==> src/rtl/inst_mem_loader_pkg.sv <==
// inst_mem_loader_pkg: shared state encoding and instruction-memory geometry
package inst_mem_loader_pkg;
    localparam int IMEM_ADDR_W    = 6;
    localparam int IMEM_DEPTH     = 64;
    localparam int BYTES_PER_WORD = 4;

    typedef enum logic [1:0] {
        ST_IDLE  = 2'd0,
        ST_RECV  = 2'd1,
        ST_WRITE = 2'd2,
        ST_DONE  = 2'd3
    } state_t;
endpackage

==> src/rtl/inst_mem_loader_byte_packer.sv <==
// byte_packer: assembles little-endian bytes into one instruction word
//   i_clk, i_rst_n : clock, async active-low reset
//   i_clear        : restart at byte 0 (new session)
//   i_accept       : a byte is taken this cycle
//   i_byte         : the byte being taken
//   o_word         : assembled word; captured bytes are held between accepts
//   o_word_full    : the byte taken this cycle completes the word
module byte_packer
    import inst_mem_loader_pkg::*;
(
    input  logic        i_clk,
    input  logic        i_rst_n,
    input  logic        i_clear,
    input  logic        i_accept,
    input  logic [7:0]  i_byte,
    output logic [31:0] o_word,
    output logic        o_word_full
);
    logic [1:0]  r_cnt;
    logic [31:0] r_word;

    assign o_word      = r_word;
    assign o_word_full = i_accept && (r_cnt == 2'(BYTES_PER_WORD - 1));

    always_ff @(posedge i_clk or negedge i_rst_n) begin
        if (!i_rst_n) begin
            r_cnt  <= '0;
            r_word <= '0;
        end else if (i_clear) begin
            r_cnt  <= '0;
        end else if (i_accept) begin
            r_word[8*r_cnt +: 8] <= i_byte;
            r_cnt                <= r_cnt + 2'd1;
        end
    end
endmodule

==> src/rtl/inst_mem_loader.sv <==
// inst_mem_loader: loads instruction memory words from a byte stream
//   i_clk, i_rst_n      : clock, async active-low reset
//   i_start, i_num_words: begin a session of i_num_words words (IDLE only)
//   i_abort             : end the session, partial word dropped, err set
//   i_byte_valid/_data  : byte source; o_byte_ready is the handshake
//   o_wr_en/_addr/_data : instruction memory write port
//   o_busy, o_core_hold : session in progress / stall the core
//   o_done              : one-cycle pulse at session end
//   o_err               : sticky, illegal count or abort
module inst_mem_loader
    import inst_mem_loader_pkg::*;
#(
    parameter int ADDR_W = IMEM_ADDR_W,
    parameter int DEPTH  = IMEM_DEPTH
) (
    input  logic              i_clk,
    input  logic              i_rst_n,
    input  logic              i_start,
    input  logic [ADDR_W:0]   i_num_words,
    input  logic              i_abort,
    input  logic              i_byte_valid,
    input  logic [7:0]        i_byte_data,
    output logic              o_byte_ready,
    output logic              o_wr_en,
    output logic [ADDR_W-1:0] o_wr_addr,
    output logic [31:0]       o_wr_data,
    output logic              o_busy,
    output logic              o_core_hold,
    output logic              o_done,
    output logic              o_err
);
    state_t            r_state, w_next;
    logic [ADDR_W:0]   r_rem;
    logic [ADDR_W-1:0] r_addr;
    logic              r_err;
    logic              w_in_sess, w_start, w_illegal, w_accept, w_word_full;

    assign w_in_sess    = (r_state == ST_RECV) || (r_state == ST_WRITE);
    assign w_start      = (r_state == ST_IDLE) && i_start;
    assign w_illegal    = (i_num_words == '0) || (i_num_words > (ADDR_W+1)'(DEPTH));
    // abort wins over the byte handshake and over the write strobe
    assign o_byte_ready = (r_state == ST_RECV) && !i_abort;
    assign w_accept     = o_byte_ready && i_byte_valid;
    assign o_wr_en      = (r_state == ST_WRITE) && !i_abort;
    assign o_wr_addr    = r_addr;
    assign o_busy       = w_in_sess;
    assign o_core_hold  = w_in_sess;
    assign o_done       = (r_state == ST_DONE);
    assign o_err        = r_err;

    byte_packer u_packer (
        .i_clk      (i_clk),
        .i_rst_n    (i_rst_n),
        .i_clear    (w_start),
        .i_accept   (w_accept),
        .i_byte     (i_byte_data),
        .o_word     (o_wr_data),
        .o_word_full(w_word_full)
    );

    always_comb begin
        w_next = r_state;
        case (r_state)
            ST_IDLE:  w_next = i_start ? (w_illegal ? ST_DONE : ST_RECV) : ST_IDLE;
            ST_RECV:  w_next = i_abort ? ST_IDLE : (w_word_full ? ST_WRITE : ST_RECV);
            ST_WRITE: w_next = i_abort ? ST_IDLE : ((r_rem == 1) ? ST_DONE : ST_RECV);
            ST_DONE:  w_next = ST_IDLE;
            default:  w_next = ST_IDLE;
        endcase
    end

    always_ff @(posedge i_clk or negedge i_rst_n) begin
        if (!i_rst_n) begin
            r_state <= ST_IDLE;
            r_rem   <= '0;
            r_addr  <= '0;
            r_err   <= 1'b0;
        end else begin
            r_state <= w_next;
            if (w_start) begin
                r_err <= w_illegal;
                if (!w_illegal) begin
                    r_rem  <= i_num_words;
                    r_addr <= '0;
                end
            end
            if (i_abort && w_in_sess)
                r_err <= 1'b1;
            if (o_wr_en) begin
                r_rem <= r_rem - 1'b1;
                // the last word keeps its address so a full-depth load never wraps
                if (r_rem != 1)
                    r_addr <= r_addr + 1'b1;
            end
        end
    end
endmodule

==> config.mk <==
export PLATFORM = sky130hd
export DESIGN_NAME = inst_mem_loader
export DESIGN_NICKNAME = d
export VERILOG_FILES = /design/src/rtl/inst_mem_loader_pkg.sv /design/src/rtl/inst_mem_loader_byte_packer.sv /design/src/rtl/inst_mem_loader.sv
export SDC_FILE = /design/constraint.sdc
export NUM_CORES = 1
export LEC_CHECK = 0
export BUFFER_PORTS_ARGS = -buffer_cell sky130_fd_sc_hd__buf_2
export CAP_MARGIN = 20
export CORE_ASPECT_RATIO = 0.9
export CORE_MARGIN = 10
export CORE_UTILIZATION = 57
export DETAILED_ROUTE_END_ITERATION = 10
export GPL_ROUTABILITY_DRIVEN = 1
export PLACE_DENSITY = 0.84
export SYNTH_ARGS = -nofsm -noshare
export SYNTH_HDL_FRONTEND = slang
export SYNTH_SLANG_ARGS = --single-unit
==> constraint.sdc <==
create_clock -name i_clk -period 5.24 [get_ports i_clk]
set_input_delay 1.048 -clock i_clk [delete_from_list [all_inputs] [get_ports i_clk]]
set_output_delay 1.048 -clock i_clk [all_outputs]
set_load 0.01 [all_outputs]
* Word-level counts from Yosys, hierarchy flattened *
Index checks and enable logic that the tools add are counted.

cells by class
  $add $sub $neg = 4
  order comparisons = 1
  eq/ne operators = 7
  shifts and indexed selects = 2
  multiplexer cells = 19
  bitwise logic cells = 1
  reductions and logical operators = 16

operator list
  cell                       number
  $neg A5 Y34                1
  $shift A8 B34 Y32 const A  1
  $shiftx A8 B34 Y32         1
  $bwmux W32                 1
  $mux W6                    4
  $mux W7                    3
  $mux W2                    8
  $pmux W2 S4                1
  $eq A7 B1 Y1 const B       1
  $gt A7 B7 Y1 const B       1
  $logic_not A7 Y1           1
  $ne A7 B1 Y1 const B       1
  $sub A7 B1 Y7 const B      1
  $add A6 B1 Y6 const B      1
  $eq A2 B2 Y1 const B       3
  $logic_and A1 B1 Y1        6
  $reduce_bool A2 Y1         3
  $reduce_and A2 Y1          2
  $add A2 B1 Y2 const B      1
  $eq A2 B1 Y1 const B       1
  $logic_not A2 Y1           1
  $logic_or A1 B1 Y1         2
  $mux W1                    2
  $ne A2 B2 Y1 const B       1
  2 further kinds            2

storage, ports and cells
  bits in registers = 50
  input port bits = 20
  output and inout port bits = 44
  logic and storage cells = 56

* Logic depth before layout (Yosys ltp) *
Gate-level depths: netlist of the first run.

  depth after elaboration = 7
  depth in mapped cells = 9
  gate-level depth less buffers = 7

* Modules after synthesis *
From an unflattened synthesis of the first run, not the netlist that was laid out.

second synthesis, totals
  cell total of the unflattened synthesis = 265
  area, all modules = 2549.9 um^2

by module, submodules not included
  module           times used  cells an instance  area each (um^2)
  byte_packer      1           145                1475.2
  inst_mem_loader  1           120                1074.8

* Worst setup path after synthesis of the first run *
Ideal clock, no wire load.

  path kind = input to output
  start point = in i_abort
  end point = out o_wr_en
  arrival = 1684 ps
  path slack = 2508 ps
  stages on the path = 4
  buffers on the path = 2
  cell sequence = nand2b_1 buf_6 inv_1 clkbuf_1

on the way
  word-level cells in the longest chain between the ends = 2

RTL lines
  what                 RTL line               source
  start: declaration   inst_mem_loader.sv:20  input logic i_abort,
  $logic_not A1 Y1     inst_mem_loader.sv:44  assign o_wr_en = (r_state == ST_WRITE) && !i_abort;
  $logic_and A1 B1 Y1  inst_mem_loader.sv:44
  end: declaration     inst_mem_loader.sv:24  output logic o_wr_en,

Every way passes these cells.

* Final worst setup path of the first run *
Ends and elaborated chain as after synthesis.

==> results.ini, run 1 <==
[cts]
post_cts_buffers = 0
htree_levels = 2
tritoncts = built
cts_root_buffer = clkbuf_8
clockBufferDepth = 2
cts_hold_buf = 0
clock_latency_ns = 0.31
cts_resized = 0
clkSinkCount = 50
cts-buffers-inserted = 5
path_clk_slew_ns = 0.09

[finish]
nets = 377
area_growth_pct = 17.5
final_common_cell = nand2_1
diodes = 0
layout-drive-gt1-share_pct = 22.4
layout.cells.non_filler = 404
final_cell_mix = nand2_1, buf_2, dfrtp_1, o21ai_0, ha_1

[floorplanning]
row_count = 22
initial_core_util_pct = 60.4
dieArea_um2 = 7500
coreArea_um2 = 4180
die_w_um = 90.2
ioPinCount = 64
die_h_um = 83.2

[global_route]
grt_pass1_wl_um = 10600
grt_usage_pct = 16.8
grt_pass1_vias = 2199
grt-ovfl-total = 0
grt_max_degree = 51
antenna_found_initial = 0
use_met2_pct = 25.9
met1_usage_pct = 20.6
grt_busiest_layer = met2
grtUsageMet3_pct = 5.49

[sta]
postLayoutSetupSlackWorst_ns = 2.23
rsz0062_at_grt = false
min_period_ns = 3.01
fmax_mhz = 332
fin_crit_sh_pct = 57.5
setup_violations = 0
tightest_slew_ns = 0.945
relSlewSlack_pct = 36.9
hold_viol_final = 0
tns_ns = 0
skew_ns = 0.00509
drv_slew = 0

[worst_setup_path]
startpoint_type = primary input
worst_ep_required_time_ns = 4.19
endpoint_kind = output port
critical_path.max_fanout = 12
critPathArrivalTime_ns = 1.97
critPathKind = primary input to output port

[worst_hold_path]
hp-class = flip-flop to flip-flop

[power_and_ir_drop]
irDropWorstVdd_uv = 241
p_sw_w = 0.000373
power_frac_seq_pct = 49.0
clkPwrFrac_pct = 21.4
leakagePower_nw = 1.43
combPwrFrac_pct = 29.5
power_density_nw_per_um2 = 349
p_int_w = 0.000665
switching_share_pct = 36.0
totalPowerFinal_w = 0.00104

[synth]
yosys_warnings = 0
yosysTopAreaCell = dfrtp_1
async_reset_ff_share_pct = 100
synth.distinct_cells = 44
synth_flop_cell = dfrtp_1
synthDominantCellAreaShare_pct = 49.5
synthCells = 283
synth-seq-cells = 50
postSynthAreaPerCell_um2 = 8.94
synth_edf_count = 0
synth_nets = 316
syn_area_um2 = 2530
synth_seq_area_share_pct = 49.5
netlist_top_cells_area = dfrtp_1, nand2_1, o21ai_0, ha_1, nor2_1

[placed_design]
gp_congestion = 0.928
hpwl_um = 4850
portBuffers = 63
pre_cts_slack_ns = 2.25
placed_cells = 396

[job]
drv_cap = 0

[outcome]
status = complete, no violations

[routing]
avgViaCountPerCell = 5.61
firstDrtPassIters = 6
drt-wirelength-per-cell_um = 15.9
drc_errors = 0
vias = 2265
detail_route.iter0.violations = 165
ant_nets = 0
routed_wl_um = 6440

[power by group through the flow]
stage	Combinational [W]	Clock (W)	Sequential [W]
final	0.000306	0.000223	0.000509
after CTS	0.000306	0.000226	0.000507
after detailed placement	0.000304	0	0.000514
after global placement	0.000294	0	0.000511
after floorplan	0.000179	0	0.000523
after global routing	0.000346	0.000243	0.000519
[synthesized netlist by cell type, types with 2 or more instances]
master     n
and3_1     2
nand3_1    5
a21oi_1    6
o211ai_1   3
o21ai_0   45
nor4_1     3
nor2_1    12
nand4_1    5
clkbuf_1   6
xnor2_1    2
a21boi_1   2
nor3b_1    3
dfrtp_1   50
inv_1      8
ha_1      13
nand2_1   81
nor2b_1    3
a311o_1    2
and2_1     3
or3_2      2
a31oi_1    3
nor3_1     2
[path summary, 6_finish.rpt]
path                            slack (ns)  cells past startpoint                from                   to
worst max-delay path                  2.23                      4             i_abort              o_wr_en
worst min-delay path                  0.48                      2  u_packer.o_word[1]   u_packer.o_word[1]
worst max register to register        3.05                      5          r_state[1]  u_packer.o_word[14]
worst min register to register        0.48                      2  u_packer.o_word[1]   u_packer.o_word[1]
max in group asynchronous             4.09                      2             i_rst_n  u_packer.o_word[19]
min in group asynchronous             0.64                      1             i_rst_n         o_wr_addr[5]
[area by class of cell]
class / instances / area [um2]
clock buffers: 5 / 68.8
flip-flops and latches: 50 / 1250
well taps: 60 / 75.1
clock inverters: 2 / 13.8
fillers: 362 / 1210
inverters: 8 / 30.0
multi-input cells: 215 / 1200
repair buffers: 64 / 335
[registers in the layout, indices dropped and copies added (netlist names)]
register,cells
o_wr_addr,6
u_packer.o_word,32
r_rem,7
r_state,2
u_packer.r_cnt,2
o_err,1
[metrics by stage]
stage / hold WS, ns / utilization, % / area, um2
global placement: 0.456 / 68.6 / 2870
finish: 0.479 / 71.0 / 2970
CTS: 0.486 / 70.5 / 2950
global route: 0.516 / 71.0 / 2970
floorplan: 0.509 / - / 2530
detailed placement: 0.466 / 68.6 / 2870
[per-layer routing]
| metal | up-vias | wire length [um] | part of all wire (%) |
|---|---|---|---|
| met5 | - | 0 | 0 |
| met2 | 87 | 3030 | 47 |
| li1 | 1099 | - | - |
| met4 | 0 | 151 | 2.3 |
| met1 | 1063 | 2760 | 43 |
| met3 | 16 | 504 | 7.8 |
[cells by family (layout without fill, tap and decap cells)]
logic type / after synthesis / in the layout / synth area share (%)
xor gates and xnor gates: 2 / 2 / 0.693
adders and majority gates: 13 / 13 / 6.43
DFF: 50 / 50 / 49.5
and+or+nand+nor: 127 / 127 / 22.6
buffers and inverters: 18 / 79 / 3.17
AOI/OAI and AO/OA: 73 / 73 / 17.6
[critical path, cell delays in order]
cell,delay (ns)
buf_2,0.11
nand2b_1,0.27
inv_1,0.33
buf_2,0.21
No activity file was read; power rests on OpenSTA's default activity.
==> inputs of run 2 (changes only) <==
--- a/config.mk
+++ b/config.mk
@@ -5,14 +5,15 @@
 export SDC_FILE = /design/constraint.sdc
 export NUM_CORES = 1
 export LEC_CHECK = 0
+export ABC_AREA = 1
 export BUFFER_PORTS_ARGS = -buffer_cell sky130_fd_sc_hd__buf_2
 export CAP_MARGIN = 20
 export CORE_ASPECT_RATIO = 0.9
 export CORE_MARGIN = 10
-export CORE_UTILIZATION = 57
+export CORE_UTILIZATION = 48
 export DETAILED_ROUTE_END_ITERATION = 10
 export GPL_ROUTABILITY_DRIVEN = 1
-export PLACE_DENSITY = 0.84
+export PLACE_DENSITY = 0.75
 export SYNTH_ARGS = -nofsm -noshare
 export SYNTH_HDL_FRONTEND = slang
 export SYNTH_SLANG_ARGS = --single-unit
==> constraint.sdc (replaced) <==
create_clock -name i_clk -period 2.45 [get_ports i_clk]
set_input_delay 0.49 -clock i_clk [delete_from_list [all_inputs] [get_ports i_clk]]
set_output_delay 0.49 -clock i_clk [all_outputs]
set_load 0.01 [all_outputs]
==> run 2 against run 1 <==
Clock power is 110% higher. Critical path depth is 3 higher. Combinational power is 150% higher. Largest power group unchanged.
==> results.ini, run 2 <==
[placed_design]
portBuffers = 63  ; unchanged
gp_congestion = 0.851  ; was 0.928
placed_cells = 451  ; was 396
hpwl_um = 5230  ; was 4850 um
placed_cell_area_um2 = 3040  ; was 2870 um2

[cts]
cts_resized = 0  ; unchanged
htree_levels = 2  ; unchanged
tritoncts = built  ; unchanged
cts-buffers-inserted = 5  ; unchanged
cts_root_buffer = clkbuf_8  ; unchanged
post_cts_buffers = 0  ; unchanged
path_clk_slew_ns = 0.09  ; about the same
clock_latency_ns = 0.31  ; about the same
cts_hold_buf = 0  ; unchanged
clkSinkCount = 50  ; unchanged
clockBufferDepth = 2  ; unchanged

[synth]
yosys_warnings = 0  ; unchanged
postSynthAreaPerCell_um2 = 8.22  ; was 8.94 um2
synthDominantCellAreaShare_pct = 46.7  ; was 49.5%
synth_common_cells = nand2_1, dfrtp_1, nand3_1, inv_1, o21ai_0  ; was nand2_1, dfrtp_1, o21ai_0, ha_1, nor2_1
async_reset_ff_share_pct = 100  ; unchanged
yosysTopAreaCell = dfrtp_1  ; unchanged
netlist_top_cells_area = dfrtp_1, nand2_1, nand3_1, ha_1, o21ai_0  ; was dfrtp_1, nand2_1, o21ai_0, ha_1, nor2_1
syn_area_um2 = 2680  ; was 2530 um2
synthCells = 326  ; was 283
synth_nets = 359  ; was 316
synth-seq-cells = 50  ; unchanged
synth_most_common_cell = nand2_1  ; unchanged
synth_flop_cell = dfrtp_1  ; unchanged
synth.distinct_cells = 31  ; was 44
synth_seq_area_share_pct = 46.7  ; was 49.5%
synth_edf_count = 0  ; unchanged

[sta]
hold_viol_final = 0  ; unchanged
skew_ns = 0.00607  ; was 0.00509 ns
fmax_mhz = 478
relSlewSlack_pct = 64.9  ; was 36.9%
fin_crit_sh_pct = 85.5
drv_slew = 0  ; unchanged
setup_violations = 0  ; unchanged
rsz0062_at_grt = false  ; unchanged
tightest_slew_ns = 0.524  ; was 0.945 ns
min_period_ns = 2.09
tns_ns = 0  ; unchanged

[global_route]
grt_usage_pct = 14.9  ; was 16.8%
grt-ovfl-total = 0  ; unchanged
grt_pass1_vias = 2299  ; was 2199
grt_max_degree = 23  ; was 51
antenna_found_initial = 0  ; unchanged
grt_pass1_wl_um = 11300  ; was 10600 um

[worst_setup_path]
critPathKind = flip-flop to flip-flop  ; was primary input to output port
critical_path.max_fanout = 13  ; was 12
endpoint_kind = flip-flop  ; was output port
r2r_cells = 7  ; was 5
critPathArrivalTime_ns = 2.34  ; was 1.97 ns
cp-endpoint = u_packer.o_word[5]  ; was o_wr_en
crit_start = u_packer.r_cnt[0]  ; was i_abort
timing.rr.end = u_packer.o_word[5]  ; was u_packer.o_word[14]
r2r_start = u_packer.r_cnt[0]  ; was r_state[1]
startpoint_type = flip-flop  ; was primary input
r2r_slack_ns = 0.36  ; was 3.05 ns
worst_ep_required_time_ns = 2.70  ; was 4.19 ns

[floorplanning]
coreArea_um2 = 5350  ; was 4180 um2
die_w_um = 98.8  ; was 90.2 um
ioPinCount = 64  ; unchanged
initial_core_util_pct = 50.1  ; was 60.4%
row_count = 25  ; was 22
die_h_um = 90.9  ; was 83.2 um
dieArea_um2 = 8980  ; was 7500 um2

[finish]
area_growth_pct = 16.4  ; was 17.5%
nets = 424  ; was 377
final_common_cell = nand2_1  ; unchanged
layout.cells.non_filler = 458  ; was 404
diodes = 0  ; unchanged
largest_register_ffs = 32  ; unchanged
layout-drive-gt1-share_pct = 23.8  ; was 22.4%
design_area_um2 = 3120  ; was 2970 um2
final_cell_mix = nand2_1, buf_2, dfrtp_1, nand3_1, inv_1  ; was nand2_1, buf_2, dfrtp_1, o21ai_0, ha_1

[routing]
avgViaCountPerCell = 5.11  ; was 5.61
firstDrtPassIters = 4  ; was 6
drc_errors = 0  ; unchanged
drt-wirelength-per-cell_um = 14.5  ; was 15.9 um
vias = 2342  ; was 2265
routed_wl_um = 6640  ; was 6440 um
ant_nets = 0  ; unchanged
detail_route.iter0.violations = 116  ; was 165

[power_and_ir_drop]
irDropWorstVdd_uv = 453  ; was 241 uV
power_density_nw_per_um2 = 739  ; was 349 nW/um2
leakagePower_nw = 1.73  ; was 1.43 nW
totalPowerFinal_w = 0.00231  ; was 0.00104 W

[worst_hold_path]
hp-class = primary input to asynchronous set/reset pin  ; was flip-flop to flip-flop

[outcome]
status = complete, no violations  ; unchanged

[job]
drv_cap = 0  ; unchanged

[run 2: cell count changes in the layout (fill, tap and decap cells not counted), sizes merged, moves of 3 or more]
| cell | change |
|---|---|
| nand3 | +32 |
| o21ai | -12 |
| nor4 | -3 |
| a31oi | -3 |
| inv | +25 |
| o211ai | -3 |
| and2 | -3 |
| nor3b | -3 |
| nor2 | +12 |
| nor2b | -3 |
| o31ai | +5 |
| nand2 | +19 |
[run 2: worst min-delay path by stage]
stage               slack [ns]                  end  depth (start not counted)
finish                    0.07  u_packer.o_word[23]                          1
global route              0.08  u_packer.o_word[23]                          1
CTS                       0.08  u_packer.o_word[23]                          1
detailed placement        0.42  u_packer.o_word[23]                          1
global placement          0.41  u_packer.o_word[23]                          1
floorplan                 0.19                o_err                          0
[run 2: cell type report]
class | instances | area, um2
fillers | 504 | 2230
flip-flops and latches | 50 | 1250
multi-input cells | 234 | 1230
repair buffers | 66 | 338
inverters | 34 | 130
well taps | 67 | 83.8
clock buffers | 5 | 68.8
clock inverters | 2 | 15.0
[run 2: stage by stage]
| step | setup WS (ns) | hold slack, ns | util (%) |
|---|---|---|---|
| after floorplan | 0.757 | 0.194 | - |
| after global placement | 0.492 | 0.406 | 56.8 |
| after detailed placement | 0.376 | 0.416 | 56.8 |
| after CTS | 0.374 | 0.0802 | 58.4 |
| after global routing | 0.147 | 0.0762 | 58.4 |
| final | 0.356 | 0.0745 | 58.4 |
[run 2: layer usage]
layer / global-route usage (%) / share of wire [%] / vias to the layer above
li1: - / - / 1188
met1: 19.4 / 45 / 1097
met2: 23.3 / 49 / 51
met3: 3.98 / 5.2 / 6
met4: 4.89 / 1.1 / 0
met5: 0 / 0 / -
[run 2: logic make-up (layout without fill, tap and decap cells)]
logic type                 after synthesis  in the layout  synth area share [%]
adders and majority gates               13             13                  6.07
buffers and inverters                   42            107                  7.28
DFF                                     50             50                  46.7
and+or+nand+nor                        166            166                  28.1
xor gates and xnor gates                 3              3                 0.980
AOI/OAI and AO/OA                       52             52                  10.9
[run 2: worst max-delay path: stages, from the launching register on]
cell	delay [ns]
dfrtp_1	0.58
inv_1	0.24
ha_1	0.38
inv_1	0.14
nand2_1	0.07
nor2_1	0.41
nand3_1	0.15
nand2_1	0.07
[run 2: report_power, final]
part | internal [W] | switching [W]
clock network | 0.000195 | 0.000271
registers | 0.000963 | 0.000125
logic | 0.000262 | 0.000490
total | 0.00142 | 0.000886
